===== config.mk =====
export PLATFORM = sky130hd
export DESIGN_NAME = mem_arbiter_flat
export DESIGN_NICKNAME = d
export VERILOG_FILES = /design/src/rtl/mem_arb_pkg.sv /design/src/rtl/mem_arb_if.sv /design/src/rtl/mem_arb_sel.sv /design/src/rtl/mem_arbiter.sv /design/src/flat_wrapper.sv
export SDC_FILE = /design/constraint.sdc
export NUM_CORES = 1
export LEC_CHECK = 0
export CELL_PAD_IN_SITES_DETAIL_PLACEMENT = 1
export CELL_PAD_IN_SITES_GLOBAL_PLACEMENT = 1
export CORE_ASPECT_RATIO = 0.6
export CORE_UTILIZATION = 30
export DETAILED_ROUTE_END_ITERATION = 10
export PLACE_DENSITY_LB_ADDON = 0.1
export SLEW_MARGIN = 20
export SYNTH_ARGS = -nofsm -noshare
export SYNTH_HDL_FRONTEND = slang
export SYNTH_SLANG_ARGS = --single-unit

===== constraint.sdc =====
create_clock -name clk -period 2 [get_ports clk]
set_input_delay 0.4 -clock clk [delete_from_list [all_inputs] [get_ports clk]]
set_output_delay 0.4 -clock clk [all_outputs]
set_load 0.01 [all_outputs]

===== src/rtl/mem_arb_pkg.sv =====
// rtl/mem_arb_pkg.sv - shared types and constants for the two-requester memory arbiter
package mem_arb_pkg;

    localparam int NUM_RQ = 2;

    typedef enum logic [1:0] {
        IDLE  = 2'd0,
        ISSUE = 2'd1,
        WAIT  = 2'd2,
        RDRET = 2'd3
    } state_t;

    typedef enum logic {
        CMD_WR = 1'b0,
        CMD_RD = 1'b1
    } cmd_t;

endpackage


===== src/rtl/mem_arb_if.sv =====
// rtl/mem_arb_if.sv - requester-side and memory-side bus bundle of the memory arbiter
interface mem_arb_if #(
    parameter int ADDR_W = 32,
    parameter int DATA_W = 32
);
    import mem_arb_pkg::*;

    localparam int BE_W = DATA_W / 8;

    logic [NUM_RQ-1:0][ADDR_W-1:0] rq_addr;
    logic [NUM_RQ-1:0]             rq_wr_req;
    logic [NUM_RQ-1:0]             rq_rd_req;
    logic [NUM_RQ-1:0][DATA_W-1:0] rq_wdata;
    logic [NUM_RQ-1:0][BE_W-1:0]   rq_wr_byte_en;
    logic [NUM_RQ-1:0]             rq_gnt;
    logic [NUM_RQ-1:0][DATA_W-1:0] rq_rdata;
    logic [NUM_RQ-1:0]             rq_rd_rdy;

    logic [ADDR_W-1:0]             mem_addr;
    logic [DATA_W-1:0]             mem_wdata;
    logic [BE_W-1:0]               mem_wr_byte_en;
    logic                          mem_wr_req;
    logic                          mem_rd_req;
    logic [DATA_W-1:0]             mem_rdata;
    logic                          mem_busy;
    logic                          mem_rd_rdy;

    // Arbiter view
    modport slave (
        input  rq_addr, rq_wr_req, rq_rd_req, rq_wdata, rq_wr_byte_en,
        input  mem_rdata, mem_busy, mem_rd_rdy,
        output rq_gnt, rq_rdata, rq_rd_rdy,
        output mem_addr, mem_wdata, mem_wr_byte_en, mem_wr_req, mem_rd_req
    );

    // Environment view: requesters plus memory controller
    modport master (
        output rq_addr, rq_wr_req, rq_rd_req, rq_wdata, rq_wr_byte_en,
        output mem_rdata, mem_busy, mem_rd_rdy,
        input  rq_gnt, rq_rdata, rq_rd_rdy,
        input  mem_addr, mem_wdata, mem_wr_byte_en, mem_wr_req, mem_rd_req
    );

endinterface


===== src/rtl/mem_arb_sel.sv =====
// rtl/mem_arb_sel.sv - combinational winner select: pointer requester first, else the other one
module mem_arb_sel
    import mem_arb_pkg::*;
(
    input  logic [NUM_RQ-1:0] req_i,
    input  logic              ptr_i,
    output logic              win_idx_o,
    output logic              win_vld_o
);

    always_comb begin
        win_vld_o = |req_i;
        win_idx_o = ptr_i;
        if (!req_i[ptr_i]) begin
            win_idx_o = ~ptr_i;
        end
    end

endmodule


===== src/rtl/mem_arbiter.sv =====
// rtl/mem_arbiter.sv - two-requester memory command arbiter with registered command outputs
// Define MEM_ARB_RR_EN for round-robin arbitration; otherwise requester 0 has fixed priority.
module mem_arbiter
    import mem_arb_pkg::*;
#(
    parameter int ADDR_W = 32,
    parameter int DATA_W = 32
) (
    input  logic      clk,
    input  logic      reset,
    mem_arb_if.slave  bus_if
);

    localparam int BE_W = DATA_W / 8;

    state_t                        state_q, state_d;
    cmd_t                          cmd_q, cmd_d;
    logic                          owner_q, owner_d;
    logic                          first_q, first_d;
    logic [ADDR_W-1:0]             mem_addr_q, mem_addr_d;
    logic [DATA_W-1:0]             mem_wdata_q, mem_wdata_d;
    logic [BE_W-1:0]               mem_be_q, mem_be_d;
    logic                          mem_wr_req_q, mem_wr_req_d;
    logic                          mem_rd_req_q, mem_rd_req_d;
    logic [NUM_RQ-1:0]             gnt_q, gnt_d;
    logic [NUM_RQ-1:0]             rd_rdy_q, rd_rdy_d;
    logic [NUM_RQ-1:0][DATA_W-1:0] rdata_q, rdata_d;

    logic [NUM_RQ-1:0]             req_any;
    logic                          ptr;
    logic                          win_idx;
    logic                          win_vld;

    assign req_any = bus_if.rq_wr_req | bus_if.rq_rd_req;

`ifdef MEM_ARB_RR_EN
    logic ptr_q, ptr_d;

    assign ptr = ptr_q;

    // Hand priority to the requester that just lost once a grant goes out
    always_comb begin
        ptr_d = ptr_q;
        if (state_q == ISSUE) begin
            ptr_d = ~owner_q;
        end
    end

    always_ff @(posedge clk or negedge reset) begin
        if (!reset) begin
            ptr_q <= 1'b0;
        end else begin
            ptr_q <= ptr_d;
        end
    end
`else
    assign ptr = 1'b0;
`endif

    mem_arb_sel u_sel (
        .req_i     (req_any),
        .ptr_i     (ptr),
        .win_idx_o (win_idx),
        .win_vld_o (win_vld)
    );

    always_comb begin
        state_d      = state_q;
        cmd_d        = cmd_q;
        owner_d      = owner_q;
        first_d      = first_q;
        mem_addr_d   = mem_addr_q;
        mem_wdata_d  = mem_wdata_q;
        mem_be_d     = mem_be_q;
        mem_wr_req_d = 1'b0;
        mem_rd_req_d = 1'b0;
        gnt_d        = '0;
        rd_rdy_d     = '0;
        rdata_d      = rdata_q;

        case (state_q)
            IDLE: begin
                if (!bus_if.mem_busy && win_vld) begin
                    owner_d     = win_idx;
                    // A simultaneous write and read is served write first
                    cmd_d       = bus_if.rq_wr_req[win_idx] ? CMD_WR : CMD_RD;
                    mem_addr_d  = bus_if.rq_addr[win_idx];
                    mem_wdata_d = bus_if.rq_wdata[win_idx];
                    mem_be_d    = bus_if.rq_wr_byte_en[win_idx];
                    state_d     = ISSUE;
                end
            end
            ISSUE: begin
                gnt_d[owner_q] = 1'b1;
                if (cmd_q == CMD_WR) begin
                    mem_wr_req_d = 1'b1;
                end else begin
                    mem_rd_req_d = 1'b1;
                end
                first_d = 1'b1;
                state_d = WAIT;
            end
            WAIT: begin
                // The controller cannot have raised busy yet in the cycle the command pulse is out
                first_d = 1'b0;
                if (!first_q) begin
                    if (cmd_q == CMD_WR) begin
                        if (!bus_if.mem_busy) begin
                            state_d = IDLE;
                        end
                    end else if (bus_if.mem_rd_rdy) begin
                        rdata_d[owner_q] = bus_if.mem_rdata;
                        state_d          = RDRET;
                    end
                end
            end
            RDRET: begin
                rd_rdy_d[owner_q] = 1'b1;
                state_d           = IDLE;
            end
            default: begin
                state_d = IDLE;
            end
        endcase
    end

    always_ff @(posedge clk or negedge reset) begin
        if (!reset) begin
            state_q      <= IDLE;
            cmd_q        <= CMD_WR;
            owner_q      <= 1'b0;
            first_q      <= 1'b0;
            mem_addr_q   <= '0;
            mem_wdata_q  <= '0;
            mem_be_q     <= '0;
            mem_wr_req_q <= 1'b0;
            mem_rd_req_q <= 1'b0;
            gnt_q        <= '0;
            rd_rdy_q     <= '0;
            rdata_q      <= '0;
        end else begin
            state_q      <= state_d;
            cmd_q        <= cmd_d;
            owner_q      <= owner_d;
            first_q      <= first_d;
            mem_addr_q   <= mem_addr_d;
            mem_wdata_q  <= mem_wdata_d;
            mem_be_q     <= mem_be_d;
            mem_wr_req_q <= mem_wr_req_d;
            mem_rd_req_q <= mem_rd_req_d;
            gnt_q        <= gnt_d;
            rd_rdy_q     <= rd_rdy_d;
            rdata_q      <= rdata_d;
        end
    end

    assign bus_if.rq_gnt         = gnt_q;
    assign bus_if.rq_rd_rdy      = rd_rdy_q;
    assign bus_if.rq_rdata       = rdata_q;
    assign bus_if.mem_addr       = mem_addr_q;
    assign bus_if.mem_wdata      = mem_wdata_q;
    assign bus_if.mem_wr_byte_en = mem_be_q;
    assign bus_if.mem_wr_req     = mem_wr_req_q;
    assign bus_if.mem_rd_req     = mem_rd_req_q;

endmodule

===== src/flat_wrapper.sv =====
// flat-port wrapper written by rule: the top's interface ports become plain ports
module mem_arbiter_flat import mem_arb_pkg::*;
#(
    parameter int ADDR_W = 32,
    parameter int DATA_W = 32
)
  (clk, reset, bus_if_rq_addr, bus_if_rq_wr_req, bus_if_rq_rd_req, bus_if_rq_wdata, bus_if_rq_wr_byte_en, bus_if_mem_rdata, bus_if_mem_busy, bus_if_mem_rd_rdy, bus_if_rq_gnt, bus_if_rq_rdata, bus_if_rq_rd_rdy, bus_if_mem_addr, bus_if_mem_wdata, bus_if_mem_wr_byte_en, bus_if_mem_wr_req, bus_if_mem_rd_req);
  mem_arb_if #(.ADDR_W(ADDR_W), .DATA_W(DATA_W)) bus_if_i ();
  input  logic clk;
  input  logic reset;
  input wire logic [$bits(bus_if_i.rq_addr)-1:0] bus_if_rq_addr;
  input wire logic [$bits(bus_if_i.rq_wr_req)-1:0] bus_if_rq_wr_req;
  input wire logic [$bits(bus_if_i.rq_rd_req)-1:0] bus_if_rq_rd_req;
  input wire logic [$bits(bus_if_i.rq_wdata)-1:0] bus_if_rq_wdata;
  input wire logic [$bits(bus_if_i.rq_wr_byte_en)-1:0] bus_if_rq_wr_byte_en;
  input wire logic [$bits(bus_if_i.mem_rdata)-1:0] bus_if_mem_rdata;
  input wire logic [$bits(bus_if_i.mem_busy)-1:0] bus_if_mem_busy;
  input wire logic [$bits(bus_if_i.mem_rd_rdy)-1:0] bus_if_mem_rd_rdy;
  output wire logic [$bits(bus_if_i.rq_gnt)-1:0] bus_if_rq_gnt;
  output wire logic [$bits(bus_if_i.rq_rdata)-1:0] bus_if_rq_rdata;
  output wire logic [$bits(bus_if_i.rq_rd_rdy)-1:0] bus_if_rq_rd_rdy;
  output wire logic [$bits(bus_if_i.mem_addr)-1:0] bus_if_mem_addr;
  output wire logic [$bits(bus_if_i.mem_wdata)-1:0] bus_if_mem_wdata;
  output wire logic [$bits(bus_if_i.mem_wr_byte_en)-1:0] bus_if_mem_wr_byte_en;
  output wire logic [$bits(bus_if_i.mem_wr_req)-1:0] bus_if_mem_wr_req;
  output wire logic [$bits(bus_if_i.mem_rd_req)-1:0] bus_if_mem_rd_req;
  assign bus_if_i.rq_addr = bus_if_rq_addr;
  assign bus_if_i.rq_wr_req = bus_if_rq_wr_req;
  assign bus_if_i.rq_rd_req = bus_if_rq_rd_req;
  assign bus_if_i.rq_wdata = bus_if_rq_wdata;
  assign bus_if_i.rq_wr_byte_en = bus_if_rq_wr_byte_en;
  assign bus_if_i.mem_rdata = bus_if_mem_rdata;
  assign bus_if_i.mem_busy = bus_if_mem_busy;
  assign bus_if_i.mem_rd_rdy = bus_if_mem_rd_rdy;
  assign bus_if_rq_gnt = bus_if_i.rq_gnt;
  assign bus_if_rq_rdata = bus_if_i.rq_rdata;
  assign bus_if_rq_rd_rdy = bus_if_i.rq_rd_rdy;
  assign bus_if_mem_addr = bus_if_i.mem_addr;
  assign bus_if_mem_wdata = bus_if_i.mem_wdata;
  assign bus_if_mem_wr_byte_en = bus_if_i.mem_wr_byte_en;
  assign bus_if_mem_wr_req = bus_if_i.mem_wr_req;
  assign bus_if_mem_rd_req = bus_if_i.mem_rd_req;
  mem_arbiter #(.ADDR_W(ADDR_W), .DATA_W(DATA_W)) u_core (.clk(clk), .reset(reset), .bus_if(bus_if_i));
endmodule

==> impl_table.tex <==
\begin{tabular}{lr}
\hline
Metric & Value \\
\hline
\multicolumn{2}{l}{\textbf{Status}} \\
Outcome & completed \\
\multicolumn{2}{l}{\textbf{Layout}} \\
Number of diodes & 0 \\
P\&R area growth vs syn & 71.42\% \\
Net count of the finished layout & 990 \\
Layout cell share with drive strength beyond 1 & 15.57\% \\
Post-Layout Cell Count & 1,088 \\
Core utilization of the finished layout & 53.43\% \\
\multicolumn{2}{l}{\textbf{Placed design}} \\
Pre-CTS setup slack & -23.35 ps \\
Count of buffers from port buffering & 313 \\
Total instance count after detailed placement & 1,055 \\
Routability Congestion & 0.7565 \\
Detailed-placement wirelength estimate & 15,400 um \\
\multicolumn{2}{l}{\textbf{Critical path}} \\
Worst Setup End Kind & register \\
Required arrival time at the worst endpoint & 2310 ps \\
Critical path class & reg2reg \\
Critical Path Slowest Stage Cell & sky130\_fd\_sc\_hd\_\_dfrtp\_1 \\
Flop2flop setup slack & 180 ps \\
Buffers \& Inverters on Critical Path & 2 \\
Highest net fanout along the worst path & 8 \\
Worst Path Arrival & 2130 ps \\
Kind of launch point of the worst setup path & register \\
Critical path, cell by cell & inv\_1, ha\_1, nand3\_1, nor2\_4, buf\_4, mux2\_2 \\
Cell class contributing the biggest share of worst-path delay & flip-flops \\
Critical path's largest stage delay & between 400 and 500 ps \\
\multicolumn{2}{l}{\textbf{Detailed routing}} \\
Number of design rule violations left after detail routing & 0 \\
Remaining antenna violation count after routing & 0 \\
Final wirelength & 19,710 um \\
Count of vias placed by the detailed router & 4,915 \\
Via density per instance & 4.517 \\
Initial detailed-routing violation count & 121 \\
Total iterations of the first detailed-routing run & 4 \\
Detail-routed net length per standard cell & 18.11 um \\
\multicolumn{2}{l}{\textbf{Clocking}} \\
Deepest clock path buffer count & 2 \\
Number of buffers added for setup after CTS & 0 \\
Skew-Pair Late Insertion Delay & 430 ps \\
Total of cells resized after clock tree synthesis & 0 \\
H-tree depth reported by CTS & 4 \\
Number of clock sinks & about 140 \\
Hold\_buf cts & 1 \\
CTS Buf Count & 17 \\
Reg clk slew, reported paths & 60 ps \\
Clock root buffer & sky130\_fd\_sc\_hd\_\_clkbuf\_16 \\
CTS tree & yes \\
\multicolumn{2}{l}{\textbf{Logic synthesis}} \\
Ranking of synthesized cells by area & sky130\_fd\_sc\_hd\_\_dfrtp\_1, sky130\_fd\_sc\_hd\_\_mux2\_2, sky130\_fd\_sc\_hd\_\_mux2i\_1, sky130\_fd\_sc\_hd\_\_a21oi\_1, sky130\_fd\_sc\_hd\_\_nor2\_1 \\
Instance count of the mapped netlist & 475 \\
Netlist area before placement & 0.006023 sq mm \\
Cell type with the highest aggregate area in the netlist & sky130\_fd\_sc\_hd\_\_dfrtp\_1 \\
Unique cell type count in the Yosys netlist & 26 \\
YS warnings & 0 \\
Share of Yosys cell area claimed by the top area cell type & 59.41\% \\
Post-synthesis net count & 656 \\
Total of flip-flops plus latches after synthesis & 143 \\
Seq/Total Area, Yosys & 59.41\% \\
Average instance area after synthesis & between 10 and 15 sq um \\
\multicolumn{2}{l}{\textbf{STA}} \\
Minimum clock period & between 1500 and 2000 ps \\
Tcrit/Tclk final & 90.98\% \\
Count of final max-slew check failures & 0 \\
Max Clk Rate & 549.6 MHz \\
Worst rel slew slack & 74.74\% \\
Fin Clk Skew & 9.876 ps \\
RSZ-0062 raised after global routing & false \\
Number of hold violations in the final report & 0 \\
Worst-margin pin slew & 375.8 ps \\
Least setup slack across all paths after layout & 180.5 ps \\
Finish-stage setup viols & 0 \\
\multicolumn{2}{l}{\textbf{GRT}} \\
Via count of the first global-routing pass & 5,640 \\
Pin count of the biggest net entering global routing & 50 \\
Number of antenna violations at the first check in global routing & 0 \\
First-pass GRT wire length & approximately 31,000 um \\
Total global routing overflow & 0 \\
Overall fraction of global-route tracks in use & roughly 20\% \\
\multicolumn{2}{l}{\textbf{Power}} \\
Power per cell area & 1309 mW/mm\^{}2 \\
Power consumption & 13.51 mW \\
Maximum VDD drop & just over 0.6 mV \\
Standby leakage power & 4.425 nW \\
\multicolumn{2}{l}{\textbf{Floorplanning}} \\
Full die area & between 0.02 and 0.025 sq mm \\
Number of rows created at floorplan & 39 \\
CORE AREA & approximately 0.019 sq mm \\
Die width & about 180 um \\
Count of boundary I/O pins & 314 \\
Die boundary height & 111.8 um \\
Starting density of the core & between 30\% and 40\% \\
\multicolumn{2}{l}{\textbf{Job}} \\
Max-cap violations & 0 \\
\multicolumn{2}{l}{\textbf{Worst hold path}} \\
Worst min path class & in2async \\
\hline
\end{tabular}
-- cells in the final DEF (no fill, tap or decap), types with 2 or more instances in the layout --
cell / synthesis / routed
sky130_fd_sc_hd__nor2b_1: 4 / 4
sky130_fd_sc_hd__nor2_1: 68 / 68
sky130_fd_sc_hd__clkinvlp_4: 0 / 3
sky130_fd_sc_hd__clkbuf_8: 0 / 3
sky130_fd_sc_hd__mux2i_1: 68 / 68
sky130_fd_sc_hd__a21oi_1: 71 / 71
sky130_fd_sc_hd__nand2_1: 2 / 2
sky130_fd_sc_hd__buf_12: 0 / 13
sky130_fd_sc_hd__clkdlybuf4s50_1: 0 / 312
sky130_fd_sc_hd__inv_1: 4 / 4
sky130_fd_sc_hd__mux2_1: 6 / 6
sky130_fd_sc_hd__dfrtp_1: 143 / 143
sky130_fd_sc_hd__mux2_2: 61 / 61
sky130_fd_sc_hd__buf_4: 2 / 16
sky130_fd_sc_hd__inv_6: 0 / 2
sky130_fd_sc_hd__and2_1: 3 / 3
sky130_fd_sc_hd__clkinv_4: 0 / 3
sky130_fd_sc_hd__ha_1: 5 / 5
sky130_fd_sc_hd__clkbuf_16: 0 / 17
sky130_fd_sc_hd__nor2_4: 1 / 2
sky130_fd_sc_hd__o21ai_0: 2 / 2
sky130_fd_sc_hd__bufinv_16: 0 / 2
-- logic make-up after synthesis --
kind of cell	after synthesis	synth area share (%)
flip-flops	143	59.41
multiplexers	135	23.83
AND/OR/NAND/NOR	84	6.190
adder cells (fa/ha/maj)	5	1.039
AO/OA/AOI/OAI	76	6.481
buffers and inverters	32	3.053
-- power breakdown --
part	internal, mW	switching, mW	total (mW)
combinational	3.20	2.32	5.53
clock	1.95	1.27	3.22
sequential	4.06	0.710	4.77
-- final timing paths --
check / startpoint / end / cells after the start
max reg2reg: u_core.state_q[0] / u_core.bus_if.rq_rdata[20] / 6
min reg2reg: u_core.bus_if.rq_rdata[13] / u_core.bus_if.rq_rdata[13] / 1
min: reset / u_core.bus_if.mem_wdata[26] / 2
max: u_core.state_q[0] / u_core.bus_if.rq_rdata[20] / 6
max in group asynchronous: reset / u_core.bus_if.rq_rdata[23] / 3
min in group clk: u_core.bus_if.rq_rdata[13] / u_core.bus_if.rq_rdata[13] / 1
-- layout make-up --
class,count,area [sq um]
clock buffer,21,470.5
clock inverter,11,131.4
fill,2019,8999
inverter,4,15.01
multi-input combinational,300,2272
sequential,143,3578
tap,266,332.8
timing repair buffer,343,3525
-- through the flow --
step	area, sq um	hold WS [ps]	TNS, ps
floorplan	6023	104.4	0
global placement	9713	282.4	-189.5
detailed placement	9713	287.6	-280.2
CTS	10320	396.6	0
global route	10320	427.8	0
finish	10320	406.9	0
-- registers in the layout, summed over array words and instances, names as in the netlist --
signal and flops:
u_core.bus_if.rq_rdata 64, u_core.bus_if.mem_addr 32, u_core.bus_if.mem_wdata 32, u_core.bus_if.mem_wr_byte_en 4, u_core.bus_if.rq_gnt 2, u_core.bus_if.rq_rd_rdy 2
u_core.state_q 2, u_core.bus_if.mem_rd_req 1, u_core.bus_if.mem_wr_req 1, u_core.cmd_q 1, u_core.first_q 1, u_core.owner_q 1
-- worst register-to-register path: cells and delay by family (launching register included) --
family / cells / cell delay [ps]
simple gates: 2 / 310
mux: 1 / 350
fa+ha+maj: 1 / 260
buf+inv: 2 / 360
flops: 1 / 430
-- layer usage --
layer  GRT usage [%]  share of wire, %  vias to the layer above
met3           8.570               8.6                       19
li1                -                 -                     2315
met1           22.50                41                     2405
met5               0                 0                        -
met4           6.006               1.4                        0
met2           33.63                49                      176
-- cells in the mapped netlist --
master,number
sky130_fd_sc_hd__mux2_1,6
sky130_fd_sc_hd__dfrtp_1,143
sky130_fd_sc_hd__and2_1,3
sky130_fd_sc_hd__ha_1,5
sky130_fd_sc_hd__clkbuf_1,1
sky130_fd_sc_hd__nor3b_2,1
sky130_fd_sc_hd__o22a_1,1
sky130_fd_sc_hd__a31o_1,1
sky130_fd_sc_hd__a21oi_1,71
sky130_fd_sc_hd__nor2_4,1
sky130_fd_sc_hd__nor4_2,1
sky130_fd_sc_hd__o21a_1,1
sky130_fd_sc_hd__or2_2,1
sky130_fd_sc_hd__mux2_2,61
sky130_fd_sc_hd__inv_1,4
sky130_fd_sc_hd__mux2i_1,68
sky130_fd_sc_hd__o21ai_0,2
sky130_fd_sc_hd__nand2_1,2
sky130_fd_sc_hd__nor2b_1,4
sky130_fd_sc_hd__nand3_1,1
sky130_fd_sc_hd__buf_4,2
sky130_fd_sc_hd__nor2_1,68
sky130_fd_sc_hd__buf_2,21
sky130_fd_sc_hd__nor2_2,1
sky130_fd_sc_hd__nand4_2,1
sky130_fd_sc_hd__buf_6,4
Power figures use the tool's default switching activity.
